==> config.mk <==
export PLATFORM = sky130hd
export DESIGN_NAME = dispatch_queue
export DESIGN_NICKNAME = d
export VERILOG_FILES = /design/src/rtl/dispatch_queue.sv
export SDC_FILE = /design/constraint.sdc
export NUM_CORES = 2
export LEC_CHECK = 0
export BUFFER_PORTS_ARGS = -buffer_cell sky130_fd_sc_hd__buf_2
export CAP_MARGIN = 5
export CORE_ASPECT_RATIO = 0.7
export CORE_UTILIZATION = 61
export CTS_BUF_LIST = sky130_fd_sc_hd__clkbuf_16
export DETAILED_ROUTE_END_ITERATION = 10
export GPL_TIMING_DRIVEN = 0
export PLACE_DENSITY_LB_ADDON = 0.3
export REMOVE_ABC_BUFFERS = 1
export SETUP_SLACK_MARGIN = 0.02
export SYNTH_ARGS = -nofsm -noshare
export SYNTH_HDL_FRONTEND = slang
export SYNTH_SLANG_ARGS = --single-unit
==> constraint.sdc <==
create_clock -name clk -period 11 [get_ports clk]
set_input_delay 1.65 -clock clk [delete_from_list [all_inputs] [get_ports clk]]
set_output_delay 1.65 -clock clk [all_outputs]
set_load 0.005 [all_outputs]
==> src/rtl/dispatch_queue.sv <==
// In-order dual-wide instruction buffer between decode and dispatch.
// Accepts up to two instructions per cycle and presents the two oldest entries, compacted.
module dispatch_queue #(
    parameter int DEPTH     = 8,
    parameter int PAYLOAD_W = 93
) (
    input  logic                 clk,
    input  logic                 rst,
    input  logic                 flush,
    input  logic [1:0]           in_valid,
    input  logic [31:0]          in_pc0,
    input  logic [31:0]          in_pc1,
    input  logic [31:0]          in_inst0,
    input  logic [31:0]          in_inst1,
    input  logic [PAYLOAD_W-1:0] in_payload0,
    input  logic [PAYLOAD_W-1:0] in_payload1,
    output logic                 in_ready,
    output logic [1:0]           out_valid,
    output logic [31:0]          out_pc0,
    output logic [31:0]          out_pc1,
    output logic [31:0]          out_inst0,
    output logic [31:0]          out_inst1,
    output logic [PAYLOAD_W-1:0] out_payload0,
    output logic [PAYLOAD_W-1:0] out_payload1,
    input  logic [1:0]           issue_en,
    output logic [$clog2(DEPTH):0] count_o
);
    localparam int AW = $clog2(DEPTH);
    localparam int CW = AW + 1;

    logic [AW-1:0] head_ptr, tail_ptr, head1, tail1;
    logic [CW-1:0] count, count_next;
    logic [1:0]    n_push, n_pop;
    logic          push_en, wr0, wr1, eff0, eff1;

    logic [31:0]          pc_mem      [DEPTH];
    logic [31:0]          inst_mem    [DEPTH];
    logic [PAYLOAD_W-1:0] payload_mem [DEPTH];

    // Handshake: an input slot transfers when its in_valid bit is set and
    // in_ready is high at the clock edge (flush low); in_ready depends only
    // on registered occupancy. An output slot retires when its out_valid bit
    // and issue_en bit are both set, and slot1 only together with slot0.
    assign in_ready = (count <= CW'(DEPTH - 2));
    assign push_en  = in_ready & ~flush;
    assign wr0      = push_en & (|in_valid);
    assign wr1      = push_en & (&in_valid);
    assign n_push   = push_en ? ({1'b0, in_valid[0]} + {1'b0, in_valid[1]}) : 2'd0;

    assign head1 = head_ptr + AW'(1);
    assign tail1 = tail_ptr + AW'(1);

    assign out_valid[0] = (count != '0);
    assign out_valid[1] = (count >= CW'(2));

    assign eff0  = issue_en[0] & out_valid[0];
    assign eff1  = issue_en[1] & eff0 & out_valid[1];
    assign n_pop = {1'b0, eff0} + {1'b0, eff1};

    assign count_next = count + CW'(n_push) - CW'(n_pop);
    assign count_o    = count;

    always_comb begin
        out_pc0      = '0;
        out_inst0    = '0;
        out_payload0 = '0;
        out_pc1      = '0;
        out_inst1    = '0;
        out_payload1 = '0;
        if (out_valid[0]) begin
            out_pc0      = pc_mem[head_ptr];
            out_inst0    = inst_mem[head_ptr];
            out_payload0 = payload_mem[head_ptr];
        end
        if (out_valid[1]) begin
            out_pc1      = pc_mem[head1];
            out_inst1    = inst_mem[head1];
            out_payload1 = payload_mem[head1];
        end
    end

    always_ff @(posedge clk or posedge rst) begin
        if (rst) begin
            head_ptr <= '0;
            tail_ptr <= '0;
            count    <= '0;
        end else if (flush) begin
            head_ptr <= '0;
            tail_ptr <= '0;
            count    <= '0;
        end else begin
            head_ptr <= head_ptr + AW'(n_pop);
            tail_ptr <= tail_ptr + AW'(n_push);
            count    <= count_next;
        end
    end

    // A lone slot1 (in_valid=10) is compacted down into the tail entry.
    always_ff @(posedge clk) begin
        if (wr0) begin
            pc_mem[tail_ptr]      <= in_valid[0] ? in_pc0      : in_pc1;
            inst_mem[tail_ptr]    <= in_valid[0] ? in_inst0    : in_inst1;
            payload_mem[tail_ptr] <= in_valid[0] ? in_payload0 : in_payload1;
        end
        if (wr1) begin
            pc_mem[tail1]      <= in_pc1;
            inst_mem[tail1]    <= in_inst1;
            payload_mem[tail1] <= in_payload1;
        end
    end
endmodule

* Yosys cells after proc, flatten, opt, wreduce, memory -nomap -nowiden
Memory sizes are Yosys's and may differ from the RTL's.
Cells that the tools add are included.
Widths: inputs -> output; s select.
** Word-level totals
- Register bits :: 10
- Bits in writable memories :: 1256
- Output and inout port bits :: 321
- Memories :: 3
** Memories
- payload_mem :: words 8, width 93, rd ports 2, clocked after memory_dff 0, wr ports 2, RTL line 38 : logic [PAYLOAD_W-1:0] payload_mem [DEPTH];
- inst_mem :: words 8, width 32, rd ports 2, clocked after memory_dff 0, wr ports 2, RTL line 37 : logic [31:0] inst_mem [DEPTH];
- pc_mem :: words 8, width 32, rd ports 2, clocked after memory_dff 0, wr ports 2, RTL line 36 : logic [31:0] pc_mem [DEPTH];
** Cells by class
- $add $sub $neg :: 8
- $lt $le $gt $ge :: 2
- Mux-type cells :: 17
- Bitwise gates (word level) :: 7
- Reduce and logical (&&, ||, !) cells :: 3
** Operator list (count)
- $mux 93 :: 3
- $mux 32 :: 6
- $add 3x1->3 const B :: 2
- $add 3x2->3 :: 2
- $and 1x1->1 :: 6
- $mux 3 :: 2
- $add 1x1->2 :: 2
- $add 4x2->4 :: 1
- $ge 4x2->1 const B :: 1
- $le 4x3->1 const B :: 1
- $mux 1 :: 4
- $mux 4 :: 1
- $reduce_bool 4->1 :: 1
- $sub 4x2->4 :: 1
- $mux 2 :: 1
- $reduce_and 2->1 :: 1
- $reduce_or 2->1 :: 1
- $not 1->1 :: 1

* Logic depth before layout (Yosys ltp)
- Depth in word-level cells :: 7
- Depth in mapped cells :: 15
- Gate-level depth less buffers :: 14

* Worst setup path after synthesis
No wires, ideal clock.
- Path kind :: input-to-reg
- Start :: input port in_valid[0]
- End :: memory inst_mem[7][0] (enable)
- Setup time :: 0.676 ns
- Arrival :: 9.609 ns
- Slack :: 0.715 ns
- Cell stages on the path :: 8
- Path buffers :: 3
- Cell sequence :: clkbuf_1 buf_2 buf_2 inv_1 ha_1 nor3b_1 a32oi_1 nor2_1
** RTL lines
- start: declaration :: RTL line 10 : input logic [1:0] in_valid,
- end: declaration :: RTL line 37

* Worst setup path after layout
- Start :: register head_ptr[0]
- End :: output port out_inst1[11]
** Between the ends
- Word-level cells in the longest chain between the ends :: 3
** RTL lines
- start: declaration :: RTL line 31 : logic [AW-1:0] head_ptr, tail_ptr, head1, tail1;
- start signal: assignment :: RTL line 92 : head_ptr <= head_ptr + AW'(n_pop);
- $add 3x1->3 :: RTL line 50 : assign head1 = head_ptr + AW'(1);
- $mem_v2 8x32
- $mux 32 :: RTL line 75 : if (out_valid[1]) begin
- end: declaration :: RTL line 22 : output logic [31:0] out_inst1,
Every way passes these cells.

==> metrics.cfg <==
[run_status]
status = finished clean

[clock_tree]
cts_hold_buf = 0
cts.path.max_buffers = 3
post_cts_resized = 0
postCtsSetupBuffers = 0
cts.sinks = 1266
path_clk_slew_ns = 0.06
cts-htree-levels = 4
numCtsBuffers = 132
clk_latency_ns = 0.81
cts_tree = yes
cts-root-buf = clkbuf_16

[setup_path]
path_max_fanout = 43
end_kind = output port
start_kind = register
cp-startpoint = head_ptr[0]$_DFF_PP0_
worstPathArrival_ns = 4.65
required_ns = 9.35
crit_type = reg2out
rr_startpoint = tail_ptr[0]$_DFF_PP0_

[timing]
clock.fmax_mhz = 159
grt_setup_unrepaired = no
min_period_ns = 6.30
worstMarginPinSlew_ns = 1.08
max_slew_margin_pct = 27.5
skew_ns = 0.0554
finalCritPeriodShare_pct = 57.2
final_max_slew_viol_count = 0
tns_ns = 0
finalHoldViolCount = 0
fin_ws_ns = 4.70
setup_viol = 0

[final_layout]
layout_common_cells = edfxtp_1 (1256), nor2_1 (950), a21oi_1 (943)
area_growth_pct = 15.6
instances_no_fill = 8416
fillerInstances = 7996
final_layout_size_suffix_gt1_share_pct = 21.0
final_nets = 6957
mostFrequentLayoutCell = edfxtp_1

[yosys]
syn_inst = 6339
syn_area_um2 = 74000
syn_avg_cell_area_um2 = 11.7
synthDominantCellAreaShare_pct = 51.0
yosys-top-cells-area = edfxtp_1 (51%), mux2i_1 (11%), mux4_2 (9.6%)
ys_seq_elements = 1266
synth_seq_area_share_pct = 51.3
yosysTopAreaCell = edfxtp_1
yosys_warnings = 0
yosysUniqueCellTypes = 41

[power_and_ir_drop]
p_comb_share_pct = 44.6
power_switching_mw = 6.76
seqPwrFrac_pct = 31.4
pwr-share-clk_pct = 24.0
ir_drop_v = 0.000304
p_per_area_nw_per_um2 = 218
p_total_mw = 18.6
swShare_pct = 36.3
p_int_mw = 11.9
p_leak_nw = 32.8

[die]
rows = 106
die_y_um = 293
core_um2 = 120000
io_pins = 642
fp.dieArea_um2 = 123000
start_util_pct = 61.7
die_w_um = 418

[place]
hpwl_um = 155000
place_ws_ns = 5.03
globalplace.congestion = 0.814
dpl.cell_count = 8105
io_buffers = 641

[route]
route.detailed.drc = 0
detail-route-antenna-nets = 0
first_pass_iters = 9
wl_um = 245000
drtIter0Drc = 8297
via_per_inst = 7.01
vias = 59000
routedWlPerCell_um = 29.1

[worst_hold_path]
min_from = tail_ptr[2]$_DFF_PP0_
hold_class = reg2reg

[global_routing]
grt_overflow_total = 0
grt_max_degree = 89
grt_pass1_vias = 57500
grt_usage_pct = 38.8
grt_antenna_before_repair = 81
grt_first_pass_wirelength_um = 355000

[run]
maxCapViolCount = 0

[critical path: stages (launching register included)]
cell     delay (ns)
dfrtp_4        0.74
ha_4           0.94
buf_16         0.34
buf_16         0.34
buf_16         0.36
mux4_2         0.55
a22o_1         0.27
buf_2          0.14
[synth_stat cells]
cell       number
xor2_1          2
mux4_2        314
and2_1          3
clkbuf_2      107
mux2i_1       785
a21bo_2         1
nand2b_1        1
dfrtp_1        10
buf_4          23
a21oi_1       944
ha_1           13
buf_1          45
xor2_2          1
a32oi_1         2
edfxtp_1     1256
a22o_1        314
nor3b_1         1
nor2b_1       320
and4bb_2        2
nor3_1          1
a2111oi_0     157
nand4_2         2
and4b_1         1
a21o_1          1
buf_2         217
inv_1         175
nand2_2         1
fa_1            4
nand2_1         1
nor2_1        959
clkbuf_1      341
xnor2_1         3
a211oi_1      157
xnor2_2         1
nor4_1        157
and3_1          1
a22oi_1         6
nand3_1         3
nand3b_1        2
nand4_1         4
nor4b_4         1
[metal layers]
| metal | track usage [%] | up-vias | share of wire (%) |
|---|---|---|---|
| li1 | - | 24800 | - |
| met1 | 47.1 | 28300 | 33 |
| met3 | 8.97 | 1125 | 12 |
| met2 | 61.7 | 4688 | 47 |
| met5 | 0 | - | 0.077 |
| met4 | 27.2 | 28 | 7.3 |
[flip-flops by register name, indices dropped and copies added (netlist names)]
| signal | cells |
|---|---|
| count_o | 4 |
| head_ptr | 3 |
| inst_mem | 256 |
| payload_mem | 744 |
| pc_mem | 256 |
| tail_ptr | 3 |
[power groups by stage]
stage / clock [mW] / sequential [mW] / combinational [mW]
2_1_floorplan: 0 / 6.21 / 6.09
3_3_place_gp: 0 / 6.42 / 8.12
3_5_place_dp: 0 / 5.95 / 8.10
4_1_cts: 4.47 / 5.85 / 8.15
5_1_grt: 4.66 / 5.88 / 8.67
6_report: 4.48 / 5.86 / 8.31
[worst paths after layout]
kind,to,slack [ns],cells after the start
hold reg to reg,tail_ptr[2]$_DFF_PP0_,0.76,2
min in group asynchronous,count_o[2]$_DFF_PP0_,0.83,2
hold / removal,tail_ptr[2]$_DFF_PP0_,0.76,2
max in group asynchronous,head_ptr[1]$_DFF_PP0_,9.84,2
setup reg to reg,inst_mem[0][11]$_DFFE_PP_,6.87,11
setup / recovery,out_inst1[11],4.70,7
[layout make-up]
type	instances	area (um^2)	area share, %
Timing Repair Buffer	879	8160	9.54
Antenna cell	69	173	0.202
Multi-Input combinational cell	4165	32300	37.8
Clock buffer	138	3450	4.04
Inverter	175	657	0.768
Tap cell	1620	2030	2.37
Sequential cell	1266	38000	44.4
Clock inverter	104	773	0.904
[logic make-up after synthesis]
group,Yosys count,synth area share (%)
and+or+nand+nor,1460,9.16
muxes,1099,20.2
adders and majority gates,17,0.328
AOI/OAI and AO/OA,1582,13.7
buffers and inverters,908,5.27
xor gates and xnor gates,7,0.103
DFF,1266,51.3
[per-stage QoR]
step / area, um^2 / hold WS [ns] / utilization, %
CTS: 85300 / 0.753 / 71.2
finish: 85500 / 0.758 / 71.3
floorplan: 70800 / 0.649 / -
detailed placement: 81100 / 0.738 / 67.6
global placement: 76000 / 0.691 / 63.4
global route: 85500 / 0.794 / 71.3
(Power assumes the default switching activity.)
